==> src/rtl/ad7606_line_packer.sv <==
// Serialises 8-channel AD7606 sample sets into a CSI byte stream. Each line is a
// 16-byte header followed by SETS_PER_LINE sets, and the stream stalls on FIFO full.
module ad7606_line_packer #(
  parameter int          SETS_PER_LINE = 63,
  parameter logic [15:0] SYNC_WORD     = 16'hEB90
) (
  input  logic         clk,
  input  logic         rst_n,
  input  logic         sample_valid,
  input  logic [127:0] sample_data,
  input  logic         fifo_full,
  output logic         fifo_wr_en,
  output logic [7:0]   fifo_wr_data,
  output logic         line_start,
  output logic         drop_pulse
);

  typedef enum logic [1:0] {IDLE, HEADER, PAYLOAD} state_t;

  state_t        state, state_nxt;
  logic [3:0]    idx, idx_nxt;
  logic          hold_full;
  logic [127:0]  hold_data, shift_data;
  logic [15:0]   seq, drop_cnt, hdr_drop, set_cnt;
  logic          out_valid, out_first;
  logic [7:0]    out_byte;

  logic          adv, have, take_hold, snap, set_done, first;
  logic [7:0]    byte_nxt;
  logic          capture, drop;

  function automatic logic [7:0] header_byte(input logic [3:0] i, input logic [15:0] s,
                                             input logic [15:0] d);
    case (i)
      4'd0:    header_byte = SYNC_WORD[15:8];
      4'd1:    header_byte = SYNC_WORD[7:0];
      4'd2:    header_byte = s[15:8];
      4'd3:    header_byte = s[7:0];
      4'd4:    header_byte = d[15:8];
      4'd5:    header_byte = d[7:0];
      default: header_byte = 8'h00;
    endcase
  endfunction

  // Even byte index is the high byte of channel idx/2, odd is the low byte.
  function automatic logic [7:0] payload_byte(input logic [127:0] d, input logic [3:0] i);
    logic [6:0] base;
    base = {i[3:1], 4'b0000} + (i[0] ? 7'd0 : 7'd8);
    payload_byte = d[base +: 8];
  endfunction

  // The output register may take a new byte when empty or when its byte is written.
  assign adv          = ~out_valid | ~fifo_full;
  assign fifo_wr_en   = out_valid & ~fifo_full;
  assign fifo_wr_data = out_byte;
  assign line_start   = fifo_wr_en & out_first;

  assign capture = sample_valid & (~hold_full | (adv & take_hold));
  assign drop    = sample_valid & ~capture;

  always_comb begin
    state_nxt = state;
    idx_nxt   = idx;
    have      = 1'b0;
    byte_nxt  = 8'h00;
    take_hold = 1'b0;
    snap      = 1'b0;
    set_done  = 1'b0;
    first     = 1'b0;
    case (state)
      IDLE: begin
        if (hold_full) begin
          have    = 1'b1;
          idx_nxt = 4'd1;
          if (set_cnt == 16'd0) begin
            byte_nxt  = SYNC_WORD[15:8];
            first     = 1'b1;
            snap      = 1'b1;
            state_nxt = HEADER;
          end else begin
            byte_nxt  = hold_data[15:8];
            take_hold = 1'b1;
            state_nxt = PAYLOAD;
          end
        end
      end
      HEADER: begin
        have     = 1'b1;
        byte_nxt = header_byte(idx, seq, hdr_drop);
        idx_nxt  = idx + 4'd1;
        if (idx == 4'd15) state_nxt = PAYLOAD;
      end
      PAYLOAD: begin
        have    = 1'b1;
        idx_nxt = idx + 4'd1;
        if (idx == 4'd0) begin
          byte_nxt  = hold_data[15:8];
          take_hold = 1'b1;
        end else begin
          byte_nxt = payload_byte(shift_data, idx);
        end
        if (idx == 4'd15) begin
          set_done  = 1'b1;
          state_nxt = IDLE;
        end
      end
      default: state_nxt = IDLE;
    endcase
  end

  // Control and output stage
  always_ff @(posedge clk or negedge rst_n) begin
    if (!rst_n) begin
      state      <= IDLE;
      idx        <= 4'd0;
      hold_full  <= 1'b0;
      seq        <= 16'd0;
      drop_cnt   <= 16'd0;
      set_cnt    <= 16'd0;
      out_valid  <= 1'b0;
      out_first  <= 1'b0;
      out_byte   <= 8'h00;
      drop_pulse <= 1'b0;
    end else begin
      drop_pulse <= drop;
      if (capture)              hold_full <= 1'b1;
      else if (adv && take_hold) hold_full <= 1'b0;

      if (adv && snap)                          drop_cnt <= drop ? 16'd1 : 16'd0;
      else if (drop && drop_cnt != 16'hFFFF)    drop_cnt <= drop_cnt + 16'd1;

      if (adv) begin
        state     <= state_nxt;
        idx       <= idx_nxt;
        out_valid <= have;
        out_first <= first;
        if (have) out_byte <= byte_nxt;
        if (set_done) begin
          if (set_cnt == 16'(SETS_PER_LINE - 1)) begin
            set_cnt <= 16'd0;
            seq     <= seq + 16'd1;
          end else begin
            set_cnt <= set_cnt + 16'd1;
          end
        end
      end
    end
  end

  // Sample datapath
  always_ff @(posedge clk) begin
    if (capture)         hold_data  <= sample_data;
    if (adv && take_hold) shift_data <= hold_data;
    if (adv && snap)      hdr_drop   <= drop_cnt;
  end

endmodule

==> config.mk <==
export PLATFORM = sky130hd
export DESIGN_NAME = ad7606_line_packer
export DESIGN_NICKNAME = d
export VERILOG_FILES = /design/src/rtl/ad7606_line_packer.sv
export SDC_FILE = /design/constraint.sdc
export NUM_CORES = 1
export LEC_CHECK = 0
export CORE_MARGIN = 3
export CORE_UTILIZATION = 25
export CTS_CLUSTER_DIAMETER = 100
export DETAILED_ROUTE_END_ITERATION = 8
export GPL_TIMING_DRIVEN = 0
export SETUP_SLACK_MARGIN = 0.1
export SLEW_MARGIN = 25
export SYNTH_ARGS = -nofsm -noshare
export SYNTH_HDL_FRONTEND = slang
export SYNTH_SLANG_ARGS = --single-unit
==> constraint.sdc <==
create_clock -name clk -period 5.85 [get_ports clk]
set_clock_uncertainty 0.15 [all_clocks]
set_input_delay 1.17 -clock clk [delete_from_list [all_inputs] [get_ports clk]]
set_output_delay 1.17 -clock clk [all_outputs]
set_load 0.01 [all_outputs]
==> impl_metrics.json, run 1 <==
{
  "place_hpwl_mm": 20.1,
  "ys_ff_latch": 338,
  "syn_inst": 758,
  "p_comb_share_pct": 26.1,
  "synth_nets": 903,
  "grt_pass1_wl_mm": 43.7,
  "cp-end-kind": "output port",
  "grtUsageTotal_pct": 10.5,
  "fin_nets": 1090,
  "critPathKind": "in2out",
  "p_leak_nw": 5.73,
  "die-area_um2": 54600,
  "max-slew-margin-rel_pct": 45.7,
  "numPortBuffers": 142,
  "critPathSlowestCell": "clkdlybuf4s50_1",
  "cts_sinks": 338,
  "synthTopCellsByCount": "272 x edfxtp_1, 66 x dfrtp_1, 50 x nand2_1, 50 x nor2_1, 33 x mux4_2",
  "drt-initial-drc-count": 571,
  "post-cts-setup-buffers": 0,
  "chipHeight_um": 234,
  "crit_fanout": 3,
  "areaGrowthSynthToFinish_pct": 27.8,
  "insertion_delay_ns": 0.54,
  "cpMostUsedCell": "clkdlybuf4s50_1",
  "hold_start": "hold_data[19]$_DFFE_PP_",
  "core_area_um2": 50700,
  "synth_cell_types": 59,
  "final_core_util_pct": 32.7,
  "fin_setup_tns_ns": 0,
  "p_int_mw": 5.70,
  "r2r-start": "idx[0]$_DFFE_PN0P_",
  "grt_overflow_total": 0,
  "clock_path_buffers": 3,
  "die_w_um": 234,
  "htreeDepth": 2,
  "rows": 82,
  "final_cell_area_um2": 16600,
  "r2r_slack_ns": 2.18,
  "drt-vias-per-instance": 4.35,
  "synth_edf_count": 272,
  "rr_worst_depth": 12,
  "ys_warn_count": 0,
  "crit_family": "buffers and inverters",
  "p_per_area_nw_per_um2": 491,
  "tightest_slew_ns": 0.815,
  "cts_root_buf": "clkbuf_16",
  "crit_path_max_incr_delay_ns": 0.53,
  "ant_nets": 0,
  "cts_buffers": 37,
  "first_global_vias": 7583,
  "instances_no_fill": 1645,
  "initial_core_util_pct": 25.6,
  "synth_top_area_share_pct": 63.0,
  "antenna_found_initial": 0,
  "cts_tree": "done",
  "drv_cap": 0,
  "switching_share_pct": 30.0,
  "timing.fmax_mhz": 257,
  "placed_area_um2": 15400,
  "holdPathEnd": "shift_data[19]$_DFFE_PP_",
  "fin_crit_ns": 3.90,
  "vdd_drop_max_mv": 0.191,
  "final-hold-violation-count": 0,
  "cts.repair.resized": 0,
  "drc": 0,
  "dp_cells": 1578,
  "yosysSeqAreaShare_pct": 75.7,
  "firstDrtPassIters": 5,
  "synthArstFlopShare_pct": 19.5,
  "antenna_cells": 0,
  "path_buf_inv": 2,
  "yosysTopAreaCell": "edfxtp_1",
  "rsz0062_at_grt": "no",
  "vias": 7152,
  "outcome": "completed",
  "netlist_area_um2": 13000,
  "place.gp.congestion": 0.830,
  "r2r_end": "hold_data[114]$_DFFE_PP_",
  "synth_top_flop_cell": "edfxtp_1",
  "power_frac_clock_pct": 28.2,
  "syn_avg_cell_area_um2": 17.1,
  "switchingPower_mw": 2.44,
  "drt_wl_total_mm": 28.6,
  "setup_viol": 0,
  "cp.required_ns": 4.53,
  "drive_gt1_share_pct": 12.9,
  "hold_path.class": "reg2reg",
  "wl_per_cell_um": 17.4,
  "ios": 143,
  "hold_path_depth": 0,
  "clkTransAtPathRegs_ns": 0.06,
  "cp.arrival_ns": 2.58,
  "finalCritPeriodShare_pct": 66.6,
  "crit_path_cell_trace": "clkdlybuf4s50_1 > nor2b_1 > and2_1 > clkdlybuf4s50_1",
  "grt_max_degree": 52,
  "p_seq_share_pct": 45.8,
  "holdBufCountCts": 0,
  "synth_area_leaders": "edfxtp_1 63%, dfrtp_1 13%, mux4_2 5.7%",
  "maxSlewViolCount": 0,
  "start_kind": "input port",
  "synth.most_common_cell": "edfxtp_1"
}
power groups by stage:
stage                     Sequential, mW  Clock, mW  Combinational (mW)
after global placement              3.91          0                2.02
after CTS                           3.74       2.36                2.17
final                               3.73       2.29                2.12
after global routing                3.79       2.46                2.33
after detailed placement            3.78          0                2.16
after floorplan                     3.81          0                1.30
final cells by class:
| class | instances | area (µm²) |
|---|---|---|
| Buffer | 27 | 125 |
| Multi-Input combinational cell | 382 | 2990 |
| Sequential cell | 338 | 9820 |
| Clock buffer | 44 | 973 |
| Timing Repair Buffer | 148 | 1560 |
| Fill cell | 4946 | 34100 |
| Clock inverter | 23 | 223 |
| Inverter | 11 | 41.3 |
| Tap cell | 672 | 841 |
placed cells by master, fill, tap and decap left out, types with 6 or more instances in the layout:
cell type and instances:
dfrtp_1 66, nor2_1 50, xor2_1 20, nand4_1 14, and3_1 13, nand3_1 31
clkinv_1 7, o21ai_0 29, inv_1 11, edfxtp_1 272, xnor2_1 15, clkbuf_16 38
ha_1 13, a221o_1 6, and2_1 6, clkinv_2 7, buf_2 6, mux2_2 7
mux4_2 33, a41oi_1 6, nor3_1 8, clkdlybuf4s50_1 141, a221oi_1 6, clkbuf_1 20
a21oi_1 14, nand2_1 50
worst max path at each step:
stage	startpoint	endpoint	depth (start not counted)
floorplan	idx[0]$_DFFE_PN0P_	hold_data[0]$_DFFE_PP_	10
global placement	fifo_full	hold_data[2]$_DFFE_PP_	5
detailed placement	fifo_full	line_start	4
CTS	fifo_full	line_start	4
global route	fifo_full	line_start	4
finish	fifo_full	line_start	4
sequential cells by signal, summed over array words and instances (netlist names):
signal        count
drop_cnt         16
hold_full         1
out_valid         1
out_first         1
hdr_drop         16
seq              16
state             2
idx               4
shift_data      128
hold_data       128
set_cnt          16
drop_pulse        1
fifo_wr_data      8
per-layer routing:
| metal | track usage, % | routed length, µm | vias to the layer above |
|---|---|---|---|
| li1 | - | - | 3317 |
| met1 | 13.3 | 12300 | 3583 |
| met2 | 17.5 | 13800 | 210 |
| met3 | 2.82 | 1940 | 42 |
| met4 | 3.14 | 537 | 0 |
| met5 | 0 | 0 | - |
through the flow:
stage / hold slack (ns) / power [mW] / setup WS, ns
finish: 0.253 / 8.14 / 1.95
floorplan: 0.250 / 5.11 / 0.405
CTS: 0.259 / 8.27 / 1.85
global route: 0.268 / 8.58 / 1.84
global placement: 0.252 / 5.93 / -1.59
detailed placement: 0.255 / 5.95 / 1.85
worst register-to-register path: cells and delay by family (launching register included):
kind                       cells  cell delay (ns)
AOI/OAI and AO/OA              2             0.32
adders and majority gates      1             0.15
buffers and inverters          7             1.53
DFF                            1             0.40
and+or+nand+nor                2             0.76
logic make-up (layout without fill, tap and decap cells):
logic type / count (synthesis) / in the layout / share of synthesized area, %
XOR/XNOR: 35 / 35 / 2.36
adder cells (fa/ha/maj): 13 / 13 / 1.25
multiplexers: 42 / 42 / 6.50
flip-flops: 338 / 338 / 75.7
buffers and inverters: 38 / 253 / 1.28
AO/OA/AOI/OAI: 84 / 84 / 4.41
AND/OR/NAND/NOR: 208 / 208 / 8.45
No activity file was read; power rests on OpenSTA's default activity.
==> run 2, diff against run 1 <==
==> constraint.sdc (replaced) <==
create_clock -name clk -period 3.4 [get_ports clk]
set_clock_uncertainty 0.15 [all_clocks]
set_input_delay 0.68 -clock clk [delete_from_list [all_inputs] [get_ports clk]]
set_output_delay 0.68 -clock clk [all_outputs]
set_load 0.01 [all_outputs]
==> run 2 against run 1 <==
  * Via count grew 0.70%
  * Utilization is essentially flat
  * Largest cell class unchanged
  * Critical path depth grew 4
  * Sequential power grew 72%
==> impl_metrics.json, run 2 (synthesis gave the netlist of run 1 again) <==
{
  "use_met1_pct": 14.1,
  "grtUsageMet2_pct": 18.2,
  "initial_core_util_pct": 25.6,
  "reg_top3": "hold_data (128), shift_data (128)",
  "vias": 7202,
  "p_per_area_nw_per_um2": 841,
  "rows": 82,
  "grtUsageMet3_pct": 2.43,
  "clkTransAtPathRegs_ns": 0.06,
  "crit_path_cell_trace": "inv_1 > ha_1 > or4b_1 > nor3b_1 > and2_1 > nor2_1 > o21a_4 > buf_16",
  "ios": 143,
  "r2r-start": "set_cnt[0]$_DFFE_PN0P_",
  "firstDrtPassIters": 6,
  "dp_cells": 1577,
  "fin_setup_tns_ns": 0,
  "clock_path_buffers": 3,
  "wl_per_cell_um": 17.8,
  "grt_max_degree": 49,
  "cts_buffers": 35,
  "cp-end-kind": "flop",
  "drc": 0,
  "max-slew-margin-rel_pct": 39.9,
  "grt_pass1_wl_mm": 45.0,
  "numPortBuffers": 142,
  "place_hpwl_mm": 19.8,
  "drt-initial-drc-count": 507,
  "critPathKind": "reg2reg",
  "htreeDepth": 2,
  "tightest_slew_ns": 0.893,
  "drive_gt1_share_pct": 13.0,
  "antenna_cells": 0,
  "drv_cap": 0,
  "r2r_end": "shift_data[65]$_DFFE_PP_",
  "rr_worst_depth": 8,
  "drt-vias-per-instance": 4.39,
  "first_global_vias": 7518,
  "grtUsageTotal_pct": 10.9,
  "instances_no_fill": 1641,
  "top_usage_layer": "met2",
  "ant_nets": 0,
  "fin_nets": 1094,
  "final-hold-violation-count": 0,
  "endpoint": "shift_data[65]$_DFFE_PP_",
  "fin_crit_ns": 3.16,
  "cp.required_ns": 3.49,
  "holdWs_ns": 0.265,
  "layout_commonest_cell": "edfxtp_1",
  "cts_sinks": 338,
  "insertion_delay_ns": 0.53,
  "areaGrowthSynthToFinish_pct": 27.9,
  "chipHeight_um": 234,
  "cts_tree": "done",
  "crit_path_max_incr_delay_ns": 0.44,
  "rsz0062_at_grt": "yes",
  "finalCritPeriodShare_pct": 92.9,
  "r2r_slack_ns": 0.24,
  "outcome": "completed",
  "crit_path_start": "set_cnt[0]$_DFFE_PN0P_",
  "cts_root_buf": "clkbuf_16",
  "antenna_found_initial": 0,
  "critPathSlowestCell": "dfrtp_1",
  "setup_viol": 0,
  "place.gp.congestion": 0.856,
  "crit_fanout": 48,
  "final_core_util_pct": 32.7,
  "die_w_um": 234,
  "timing.fmax_mhz": 317,
  "p_leak_nw": 5.73,
  "final_cell_mix": "272 x edfxtp_1, 141 x clkdlybuf4s50_1, 66 x dfrtp_1",
  "core_area_um2": 50700,
  "cp.arrival_ns": 3.25,
  "grt_overflow_total": 0,
  "maxSlewViolCount": 0,
  "vdd_drop_max_mv": 0.424,
  "start_kind": "flop",
  "die-area_um2": 54600,
  "hold_path.class": "reg2reg",
  "drt_wl_total_mm": 29.3
}
==> run 2: cell types whose count changed in the layout (fill, tap and decap cells not counted), sizes merged <==
cell	before	now
buf	19	20
bufbuf	0	1
clkbuf	59	60
bufinv	3	2
dlygate4sd3	0	1
clkinv	16	8
and2	7	9
clkinvlp	2	1
==> run 2: per-stage QoR <==
step                      area, µm²  worst slack, ns  total power [mW]
after floorplan               13000            0.143              8.68
after global placement        15200           -0.888              10.0
after detailed placement      15400           -0.408              10.2
after CTS                     16600           0.0942              14.2
after global routing          16600           0.0475              14.7
final                         16600            0.241              13.9
==> run 2: repair_timing <==
item                                   CTS  global route
hold buffers                             1             0
endpoints found under the hold margin   33             0
gates cloned                             4             0
setup endpoints to repair              151           179
buffers inserted                         3             0
resized for setup                        5             6
pin swaps                                2             0
==> run 2: critical path, delay by kind of cell, from the launching register on <==
| kind | cells | cell delay (ns) |
|---|---|---|
| and+or+nand+nor | 4 | 1.24 |
| DFF | 1 | 0.44 |
| AOI/OAI and AO/OA | 1 | 0.43 |
| buffers and inverters | 2 | 0.40 |
| adders and majority gates | 1 | 0.18 |
==> run 2: layout make-up <==
| type | count | area [µm²] |
|---|---|---|
| Buffer | 26 | 143 |
| Clock buffer | 44 | 931 |
| Clock inverter | 13 | 139 |
| Fill cell | 4938 | 34100 |
| Inverter | 11 | 41.3 |
| Multi-Input combinational cell | 384 | 3020 |
| Sequential cell | 338 | 9820 |
| Tap cell | 672 | 841 |
| Timing Repair Buffer | 153 | 1650 |
==> run 2: power by group <==
part	internal, mW	leakage (nW)	total, mW	switching (mW)
Clock	2.10	0.518	3.64	1.54
Sequential	6.05	3.39	6.43	0.377
Combinational	1.61	1.82	3.87	2.27
Total	9.76	5.73	13.9	4.18
==> run 2: worst min path at each step <==
stage / slack (ns) / endpoint / depth (start not counted) / start
floorplan: 0.23 / drop_cnt[0]$_DFFE_PN0P_ / 0 / rst_n
global placement: 0.25 / shift_data[65]$_DFFE_PP_ / 0 / hold_data[65]$_DFFE_PP_
detailed placement: 0.25 / shift_data[101]$_DFFE_PP_ / 0 / hold_data[101]$_DFFE_PP_
CTS: 0.27 / shift_data[107]$_DFFE_PP_ / 0 / hold_data[107]$_DFFE_PP_
global route: 0.27 / shift_data[72]$_DFFE_PP_ / 0 / hold_data[72]$_DFFE_PP_
finish: 0.27 / shift_data[107]$_DFFE_PP_ / 0 / hold_data[107]$_DFFE_PP_
==> run 2: routing by layer <==
layer / part of all wire, % / routed length, µm
met4: 2.6 / 756
met1: 43 / 12600
met3: 5.5 / 1600
met5: 0 / 0
met2: 49 / 14300
